--- config.mk ---
export PLATFORM = sky130hd
export DESIGN_NAME = frame_builder_flat
export DESIGN_NICKNAME = d
export VERILOG_FILES = /design/src/rtl/frame_builder_if.sv /design/src/rtl/frame_builder.sv /design/src/flat_wrapper.sv
export SDC_FILE = /design/constraint.sdc
export NUM_CORES = 1
export LEC_CHECK = 0
export CAP_MARGIN = 20
export CORE_MARGIN = 5
export CORE_UTILIZATION = 63
export DETAILED_ROUTE_END_ITERATION = 8
export PLACE_DENSITY = 0.85
export SLEW_MARGIN = 10
export SYNTH_ARGS = -nofsm -noshare
export SYNTH_HDL_FRONTEND = slang
export SYNTH_SLANG_ARGS = --single-unit
--- constraint.sdc ---
create_clock -name clk_in -period 9.5 [get_ports clk_in]
set_input_delay 1.9 -clock clk_in [delete_from_list [all_inputs] [get_ports clk_in]]
set_output_delay 1.9 -clock clk_in [all_outputs]
set_load 0.02 [all_outputs]
--- src/rtl/frame_builder_if.sv ---
`default_nettype none
`timescale 1ns/1ps
// ============================================================================
//  Module      : frame_builder_if
//  Description : Control and frame-output bundle of frame_builder.
//                master = frame source (frame_builder)
//                slave  = frame consumer / controller (data_gateway side)
//  Signals     : enable_in      1  frames may start (sampled only in IDLE)
//                trigger_in     1  request: room for one full frame (level)
//                data_out      32  frame word, 0 when valid_out = 0
//                valid_out      1  data_out holds a frame word
//                sof_out        1  header word marker
//                eof_out        1  trailer word marker
//                busy_out       1  frame or inter-frame gap in progress
//                frame_cnt_out 16  completed frames / next sequence number
//  Revision    : 1.0  initial release
// ============================================================================
interface frame_builder_if;
    logic        enable_in;
    logic        trigger_in;
    logic [31:0] data_out;
    logic        valid_out;
    logic        sof_out;
    logic        eof_out;
    logic        busy_out;
    logic [15:0] frame_cnt_out;

    modport master (
        input  enable_in,
        input  trigger_in,
        output data_out,
        output valid_out,
        output sof_out,
        output eof_out,
        output busy_out,
        output frame_cnt_out
    );

    modport slave (
        output enable_in,
        output trigger_in,
        input  data_out,
        input  valid_out,
        input  sof_out,
        input  eof_out,
        input  busy_out,
        input  frame_cnt_out
    );
endinterface
`default_nettype wire

--- src/rtl/frame_builder.sv ---
`default_nettype none
`timescale 1ns/1ps
// ============================================================================
//  Module      : frame_builder
//  Description : Framed test-pattern source. On trigger (with enable) emits
//                one frame of FRAME_LEN 32-bit words: header {TAG, seq},
//                FRAME_LEN-2 incrementing payload words, XOR checksum
//                trailer; then GAP_CYCLES idle cycles. All outputs are
//                registered.
//  Ports       : clk_in   user clock
//                rst_in   asynchronous reset, active-low
//                bus      frame_builder_if.master (enable/trigger in,
//                         data/valid/sof/eof/busy/frame_cnt out)
//  Revision    : 1.0  initial release
// ============================================================================
module frame_builder #(
    parameter int          FRAME_LEN    = 256,
    parameter int          GAP_CYCLES   = 4,
    parameter logic [15:0] HEADER_TAG   = 16'hA55A,
    parameter logic [31:0] PAYLOAD_SEED = 32'h0
) (
    input  wire logic             clk_in,
    input  wire logic             rst_in,
    frame_builder_if.master       bus
);

    // Index of the last payload word and of the last gap cycle.
    localparam logic [15:0] C_PAY_LAST = 16'(FRAME_LEN - 2);
    localparam logic [31:0] C_GAP_LAST = 32'(GAP_CYCLES);

    typedef enum logic [2:0] {
        S_IDLE    = 3'd0,
        S_HEADER  = 3'd1,
        S_PAYLOAD = 3'd2,
        S_TRAILER = 3'd3,
        S_GAP     = 3'd4
    } state_t;

    // ------------------------------------------------------------------
    // Reset: asserts asynchronously, releases on a clock edge after two
    // flops so the whole block leaves reset in the same cycle.
    // ------------------------------------------------------------------
    logic [1:0] rst_sync_q;
    logic       rst_sync_n;

    always_ff @(posedge clk_in or negedge rst_in) begin
        if (!rst_in) begin
            rst_sync_q <= 2'b00;
        end else begin
            rst_sync_q <= {rst_sync_q[0], 1'b1};
        end
    end

    assign rst_sync_n = rst_sync_q[1];

    // ------------------------------------------------------------------
    // State. state_q names the state whose word is on the outputs now;
    // the output registers are loaded from the next-state decode so the
    // outputs and state always change together.
    // ------------------------------------------------------------------
    state_t      state_q, state_d;
    logic [15:0] seq_q,   seq_d;
    logic [31:0] cnt_q,   cnt_d;
    logic [31:0] csum_q,  csum_d;
    logic [15:0] beat_q,  beat_d;   // payload words already emitted
    logic [31:0] gap_q,   gap_d;    // gap cycles already emitted
    logic [31:0] data_q,  data_d;
    logic        valid_q, valid_d;
    logic        sof_q,   sof_d;
    logic        eof_q,   eof_d;
    logic        busy_q,  busy_d;

    always_ff @(posedge clk_in or negedge rst_sync_n) begin
        if (!rst_sync_n) begin
            state_q <= S_IDLE;
            seq_q   <= 16'h0000;
            cnt_q   <= PAYLOAD_SEED;
            csum_q  <= 32'h0;
            beat_q  <= 16'h0000;
            gap_q   <= 32'h0;
            data_q  <= 32'h0;
            valid_q <= 1'b0;
            sof_q   <= 1'b0;
            eof_q   <= 1'b0;
            busy_q  <= 1'b0;
        end else begin
            state_q <= state_d;
            seq_q   <= seq_d;
            cnt_q   <= cnt_d;
            csum_q  <= csum_d;
            beat_q  <= beat_d;
            gap_q   <= gap_d;
            data_q  <= data_d;
            valid_q <= valid_d;
            sof_q   <= sof_d;
            eof_q   <= eof_d;
            busy_q  <= busy_d;
        end
    end

    always_comb begin
        state_d = state_q;
        seq_d   = seq_q;
        cnt_d   = cnt_q;
        csum_d  = csum_q;
        beat_d  = beat_q;
        gap_d   = gap_q;
        data_d  = 32'h0;
        valid_d = 1'b0;
        sof_d   = 1'b0;
        eof_d   = 1'b0;

        case (state_q)
            S_IDLE: begin
                // enable/trigger are only looked at here; a started frame
                // always runs to completion.
                if (bus.enable_in && bus.trigger_in) begin
                    state_d = S_HEADER;
                    data_d  = {HEADER_TAG, seq_q};
                    valid_d = 1'b1;
                    sof_d   = 1'b1;
                    csum_d  = {HEADER_TAG, seq_q};
                end
            end

            S_HEADER: begin
                state_d = S_PAYLOAD;
                data_d  = cnt_q;
                valid_d = 1'b1;
                csum_d  = csum_q ^ cnt_q;
                cnt_d   = cnt_q + 32'd1;
                beat_d  = 16'd1;
            end

            S_PAYLOAD: begin
                valid_d = 1'b1;
                if (beat_q == C_PAY_LAST) begin
                    state_d = S_TRAILER;
                    data_d  = csum_q;
                    eof_d   = 1'b1;
                    seq_d   = seq_q + 16'd1;
                end else begin
                    data_d  = cnt_q;
                    csum_d  = csum_q ^ cnt_q;
                    cnt_d   = cnt_q + 32'd1;
                    beat_d  = beat_q + 16'd1;
                end
            end

            S_TRAILER: begin
                if (GAP_CYCLES == 0) begin
                    state_d = S_IDLE;
                end else begin
                    state_d = S_GAP;
                    gap_d   = 32'd1;
                end
            end

            S_GAP: begin
                if (gap_q == C_GAP_LAST) begin
                    state_d = S_IDLE;
                end else begin
                    gap_d   = gap_q + 32'd1;
                end
            end

            default: begin
                state_d = S_IDLE;
            end
        endcase

        busy_d = (state_d != S_IDLE);
    end

    assign bus.data_out      = data_q;
    assign bus.valid_out     = valid_q;
    assign bus.sof_out       = sof_q;
    assign bus.eof_out       = eof_q;
    assign bus.busy_out      = busy_q;
    // The sequence register advances on the trailer edge, so it doubles as
    // the completed-frame count.
    assign bus.frame_cnt_out = seq_q;

endmodule
`default_nettype wire

--- src/flat_wrapper.sv ---
// flat-port wrapper written by rule: the top's interface ports become plain ports
module frame_builder_flat 
#(
    parameter int          FRAME_LEN    = 256,
    parameter int          GAP_CYCLES   = 4,
    parameter logic [15:0] HEADER_TAG   = 16'hA55A,
    parameter logic [31:0] PAYLOAD_SEED = 32'h0
)
  (clk_in, rst_in, bus_enable_in, bus_trigger_in, bus_data_out, bus_valid_out, bus_sof_out, bus_eof_out, bus_busy_out, bus_frame_cnt_out);
  frame_builder_if bus_i ();
  input  wire logic clk_in;
  input  wire logic rst_in;
  input wire logic [$bits(bus_i.enable_in)-1:0] bus_enable_in;
  input wire logic [$bits(bus_i.trigger_in)-1:0] bus_trigger_in;
  output wire logic [$bits(bus_i.data_out)-1:0] bus_data_out;
  output wire logic [$bits(bus_i.valid_out)-1:0] bus_valid_out;
  output wire logic [$bits(bus_i.sof_out)-1:0] bus_sof_out;
  output wire logic [$bits(bus_i.eof_out)-1:0] bus_eof_out;
  output wire logic [$bits(bus_i.busy_out)-1:0] bus_busy_out;
  output wire logic [$bits(bus_i.frame_cnt_out)-1:0] bus_frame_cnt_out;
  assign bus_i.enable_in = bus_enable_in;
  assign bus_i.trigger_in = bus_trigger_in;
  assign bus_data_out = bus_i.data_out;
  assign bus_valid_out = bus_i.valid_out;
  assign bus_sof_out = bus_i.sof_out;
  assign bus_eof_out = bus_i.eof_out;
  assign bus_busy_out = bus_i.busy_out;
  assign bus_frame_cnt_out = bus_i.frame_cnt_out;
  frame_builder #(.FRAME_LEN(FRAME_LEN), .GAP_CYCLES(GAP_CYCLES), .HEADER_TAG(HEADER_TAG), .PAYLOAD_SEED(PAYLOAD_SEED)) u_core (.clk_in(clk_in), .rst_in(rst_in), .bus(bus_i));
endmodule
==> run summary, run 1 <==
status -> complete, no violations
clock root cell -> clkbuf_16
critical path launch point type -> primary input
RR Endpoint -> u_core.bus.frame_cnt_out[1]
Post-synth EDFFs -> 0
Min-Delay Path Class -> reg -> async
Critical Path RT -> 9840 ps
dpl hpwl -> 10800 µm
FMAX -> 279 MHz
DRT Pass-1 Iters -> 6
met3 Track Usage GR -> 5.90%
slew margin rel. -> 31.4%
crit share post-route -> 37.7%
crit end category -> flop
Cell Area, Synth -> 7860 µm²
most common cell after layout, fill and taps aside -> dfrtp_1
layout cells sized above 1 -> 6.82%
Leak -> 4.25 nW
H-tree levels -> 4
Syn. warnings -> 0
Seq/Total Area, Yosys -> 53.8%
# IOs -> 56
final layout net count -> 791
Vias -> 5952
final setup fails -> 0
Initial DRC Count -> 701
Synth cell types -> 51
final antenna-violating net count -> 0
Finished Layout Cells -> 960
CP max stage delay -> 610 ps
TritonCTS clock tree -> built
GRT Total Usage -> 25.3%
Post-synth ARST share -> 100%
average wire per standard cell -> 18.2 µm
Worst Clk Skew -> 10.2 ps
MaxCap Viol Count -> 0
CP cell instances -> clkdlybuf4s50_1, nand2_1, or4_1, inv_2, a211oi_1, a31oi_1
M2 GR Usage -> 40.1%
GRT overflow -> 0
ys flop type -> dfrtp_1
Worst R2R Start -> u_core.beat_q[0]
Die W -> 122 µm
Layout area overhead -> 14.9%
n_diodes -> 0
FP Rows -> 40
Clk Latency, worst-skew pair -> 430 ps
vias per std cell -> 6.20
power per cell area -> 160 nW/µm²
Port Buffers -> 55
Slew Viols, Final -> 0
CTS Sinks -> 169
clock slew at reported path FFs -> 60 ps
routing usage on met1 -> 33.9%
GPL Wtd Cong -> 0.906
FF/Latch Area -> 4230 µm²
Multi-input gate area -> 3280 µm²
Worst-Margin Slew -> 1020 ps
Core Area -> 12100 µm²
post-CTS setup repair buffer count -> 0
# DRC -> 0
RSZ-0062 raised after global routing -> no
die height -> 122 µm
hold_buf cts -> 0
first-pass GRT wire length -> 29800 µm
crit-path max FO -> 33
CTS buffer count -> 17
CTS-repair resized insts -> 0
maximum vdd drop -> 0.138 mV
setup TNS -> 0 ps
vias in the first global route -> 6019
DRT Wirelength -> 17500 µm
most used routing layer -> met2
Initial Util -> 64.9%
crit path kind -> in -> reg
R2R setup slack -> 6310 ps
Fin. Hold Viols -> 0
# placed instances -> 928
deepest clock path buffer count -> 2
Post-Synthesis Cells -> 742
die area -> 14800 µm²
Worst EP arrival -> 3920 ps
cells on worst reg2reg path -> 7
min cycle time layout -> 3580 ps
largest net degree at the start of global routing -> 94
# fillers -> 797
Avg Cell Area, Syn -> 10.6 µm²
most frequent cells in the layout -> dfrtp_1 (168), nor2_1 (96), nand2_1 (68)
Max stage delay cell, worst path -> or4_1
FF+latch count, synth -> 169
Syn Nets -> 752
initial antenna violation count -> 0
-- worst max-delay path: cells and delay by family --
family	cells	cell delay, ps
buffers and inverters	2	1030
AND/OR/NAND/NOR	2	690
AO/OA/AOI/OAI	2	310
-- metal layers --
layer	routed length [µm]	part of all wire [%]
met5	0	0
met4	330	1.9
met3	1120	6.4
met2	8780	50
met1	7250	41
-- synth_stat cells (2+ instances only) --
library cell | instances | area share, %
a31oi_1 | 23 | 1.8
inv_2 | 2 | 0.096
o22a_1 | 14 | 1.6
ha_1 | 6 | 0.96
mux2_2 | 3 | 0.43
clkbuf_1 | 9 | 0.43
nand2_1 | 68 | 3.2
a221o_1 | 8 | 1.0
a211oi_1 | 10 | 0.96
inv_1 | 26 | 1.2
a21oi_1 | 3 | 0.19
buf_2 | 19 | 1.2
or2_2 | 2 | 0.16
nor2_1 | 97 | 4.6
mux2i_1 | 11 | 1.4
or4_1 | 2 | 0.19
and4_1 | 9 | 1.0
o211ai_1 | 3 | 0.29
nor3_1 | 8 | 0.51
or3_1 | 2 | 0.16
dfrtp_1 | 169 | 54
nand4_1 | 48 | 3.8
xor2_1 | 38 | 4.2
nor3b_1 | 3 | 0.29
nor4_1 | 9 | 0.72
nand2b_1 | 3 | 0.24
a222oi_1 | 16 | 2.0
buf_6 | 8 | 1.1
buf_4 | 5 | 0.48
nor4bb_1 | 2 | 0.25
nor4_4 | 2 | 0.54
nor4b_1 | 2 | 0.22
o31ai_1 | 3 | 0.29
o21ai_2 | 2 | 0.22
nand3_1 | 22 | 1.4
xnor2_1 | 48 | 5.3
o21ai_0 | 7 | 0.45
and3_1 | 17 | 1.4
-- per-stage QoR --
step                instance area (µm²)  hold slack (ps)  setup slack, ps  utilization (%)  power, W
finish                             9030              282             5920             74.5   0.00145
global route                       9030              342             5780             74.5   0.00149
CTS                                9000              359             5970             74.3   0.00145
detailed placement                 8410              345             5520             69.4  0.000755
global placement                   8410              340             5600             69.4  0.000754
floorplan                          7860              331             4440                -  0.000748
-- state kept, by name, indices dropped and copies added, names as in the netlist --
signal and count:
u_core.bus.data_out 32, u_core.cnt_q 32, u_core.csum_q 32, u_core.gap_q 32, u_core.beat_q 16, u_core.bus.frame_cnt_out 16
u_core.state_q 3, u_core.rst_sync_q 2, u_core.bus.busy_out 1, u_core.bus.eof_out 1, u_core.bus.sof_out 1, u_core.bus.valid_out 1
-- logic make-up after synthesis --
family	after synthesis	synth area share, %
XOR/XNOR	86	9.58
AND/OR/NAND/NOR	306	20.0
multiplexers	14	1.83
adder cells (fa/ha/maj)	6	0.955
flip-flops	169	53.8
buffers and inverters	69	4.60
AO/OA/AOI/OAI	91	9.14
other	1	0.0477
-- power by group --
group | switching, W | internal, W | leakage [nW]
logic | 0.0000118 | 0.00000340 | 1.73
clock network | 0.000274 | 0.000431 | 0.296
registers | 0.00000442 | 0.000722 | 2.22
-- worst max-delay path by stage --
stage,startpoint,end,slack [ps],depth (start not counted)
after floorplan,u_core.rst_sync_q[1],u_core.beat_q[0],4440,0
final,bus_enable_in,u_core.csum_q[20],5920,6
after global routing,bus_enable_in,u_core.csum_q[31],5780,6
after detailed placement,bus_enable_in,u_core.csum_q[17],5520,6
after global placement,bus_enable_in,u_core.csum_q[17],5600,6
after CTS,bus_enable_in,u_core.csum_q[17],5970,6
-- layout make-up --
| class | instances | area share, % |
|---|---|---|
| Tap cell | 168 | 2.33 |
| Clock inverter | 8 | 1.32 |
| Timing Repair Buffer | 61 | 6.75 |
| Inverter | 28 | 1.16 |
| Clock buffer | 22 | 5.25 |
| Multi-Input combinational cell | 504 | 36.3 |
| Sequential cell | 169 | 46.9 |
Note: power is estimated with default switching activity, not from simulation.
==> run 2, diff against run 1 <==
--- a/config.mk
+++ b/config.mk
@@ -7,9 +7,9 @@
 export LEC_CHECK = 0
 export CAP_MARGIN = 20
 export CORE_MARGIN = 5
-export CORE_UTILIZATION = 63
+export CORE_UTILIZATION = 53
 export DETAILED_ROUTE_END_ITERATION = 8
-export PLACE_DENSITY = 0.85
+export PLACE_DENSITY = 0.76
 export SLEW_MARGIN = 10
 export SYNTH_ARGS = -nofsm -noshare
 export SYNTH_HDL_FRONTEND = slang
==> constraint.sdc (replaced) <==
create_clock -name clk_in -period 3 [get_ports clk_in]
set_input_delay 0.6 -clock clk_in [delete_from_list [all_inputs] [get_ports clk_in]]
set_output_delay 0.6 -clock clk_in [all_outputs]
set_load 0.02 [all_outputs]
==> run summary, run 2 (synthesis results as in run 1) <==
Fin. Hold Viols -> 0
cells on worst reg2reg path -> 8
DRT Pass-1 Iters -> 9
maximum vdd drop -> 0.448 mV
slew margin rel. -> 47.5%
setup TNS -> 0 ps
final instance area -> 9190 µm²
die area -> 17400 µm²
Critical path origin -> u_core.beat_q[0]
CTS buffer count -> 17
largest net degree at the start of global routing -> 60
initial antenna violation count -> 0
n_diodes -> 0
Finished Layout Cells -> 988
Initial DRC Count -> 644
Critical Path Sink -> u_core.cnt_q[24]
Int Pwr -> 0.00374 W
crit-path max FO -> 42
average wire per standard cell -> 17.7 µm
post-CTS setup repair buffer count -> 0
DRT Wirelength -> 17500 µm
most common cell after layout, fill and taps aside -> dfrtp_1
dpl cell area -> 8540 µm²
FP Rows -> 44
crit path kind -> reg -> reg
die height -> 132 µm
Comb power frac -> 0.9%
crit end category -> flop
Slew Viols, Final -> 0
final layout net count -> 801
Worst EP arrival -> 2910 ps
min cycle time layout -> 2600 ps
most frequent cells in the layout -> dfrtp_1 (168), nor2_1 (96), nand2_1 (68)
dpl hpwl -> 11300 µm
Clk network pwr share -> 50.1%
Worst Clk Skew -> 8.14 ps
vias per std cell -> 6.06
switching power -> 0.000968 W
# DRC -> 0
hold_buf cts -> 0
final antenna-violating net count -> 0
GPL Wtd Cong -> 0.855
MaxCap Viol Count -> 0
Worst-Margin Slew -> 783 ps
crit share post-route -> 86.7%
# IOs -> 56
Worst R2R Start -> u_core.beat_q[0]
GRT overflow -> 0
vias in the first global route -> 5931
clock slew at reported path FFs -> 70 ps
RR Endpoint -> u_core.cnt_q[24]
sw frac -> 20.6%
Layout area overhead -> 17.0%
TritonCTS clock tree -> built
final setup fails -> 0
final worst slack -> 398 ps
Vias -> 5983
Min-Delay Path Class -> in -> async
RSZ-0062 raised after global routing -> no
layout cells sized above 1 -> 8.46%
Clk Latency, worst-skew pair -> 430 ps
power per cell area -> 512 nW/µm²
Port Buffers -> 55
clock root cell -> clkbuf_16
CTS-repair resized insts -> 0
Leak -> 4.32 nW
R2R setup slack -> 400 ps
CTS Sinks -> 169
status -> complete, no violations
Post-Place Worst Slack -> 440 ps
critical path launch point type -> flop
Core Area -> 14500 µm²
first-pass GRT wire length -> 29400 µm
Initial Util -> 54.1%
sequential power share -> 49.0%
FMAX -> 384 MHz
H-tree levels -> 4
# placed instances -> 956
Critical Path RT -> 3310 ps
deepest clock path buffer count -> 2
Die W -> 132 µm
GRT Total Usage -> 20.4%
==> run 2: changes by cell type in the layout (fill, tap and decap cells not counted), moves of 2 or more <==
cell	previous run	this run
buf_4	3	14
clkinv_2	4	1
clkinv_4	0	3
clkinvlp_4	0	3
clkbuf_1	2	0
==> run 2: per-layer routing <==
layer / up-vias / share of wire [%] / GRT usage [%]
li1: 2737 / - / -
met1: 2994 / 44 / 28.0
met2: 223 / 48 / 32.3
met3: 29 / 6.6 / 4.77
met4: 0 / 1.7 / 7.14
met5: - / 0 / 0
==> run 2: power groups by stage <==
| stage | registers [W] | clock network (W) | logic [W] |
|---|---|---|---|
| after floorplan | 0.00236 | 0 | 0.00000561 |
| after global placement | 0.00235 | 0 | 0.0000443 |
| after detailed placement | 0.00235 | 0 | 0.0000462 |
| after CTS | 0.00231 | 0.00240 | 0.0000467 |
| after global routing | 0.00231 | 0.00248 | 0.0000522 |
| final | 0.00231 | 0.00236 | 0.0000442 |
==> run 2: metrics by stage <==
step	power (W)	util, %	hold slack [ps]
floorplan	0.00237	-	304
global placement	0.00239	58.8	338
detailed placement	0.00240	58.8	336
CTS	0.00475	63.2	309
global route	0.00484	63.3	320
finish	0.00471	63.3	325
==> run 2: worst min path at each step <==
stage | start | end | slack, ps | depth (start not counted)
global route | rst_in | u_core.rst_sync_q[1] | 320 | 1
floorplan | rst_in | u_core.rst_sync_q[0] | 300 | 0
global placement | u_core.rst_sync_q[0] | u_core.rst_sync_q[1] | 340 | 0
finish | rst_in | u_core.rst_sync_q[1] | 330 | 1
CTS | rst_in | u_core.rst_sync_q[1] | 310 | 1
detailed placement | u_core.rst_sync_q[0] | u_core.rst_sync_q[1] | 340 | 0
==> run 2: cell type report <==
class	count	area, µm²
well taps	184	230
inverters	28	105
flip-flops and latches	169	4230
clock buffers	19	453
fillers	1116	5340
clock inverters	13	191
repair buffers	71	696
multi-input cells	504	3290
==> run 2: worst max-delay path, stage by stage (launching register included) <==
cell and delay (ps):
dfrtp_1 430, inv_1 70, ha_1 190, nor4b_2 160, and4_1 310, o21ai_4 660, buf_12 290, nand4_1 160
xnor2_1 190
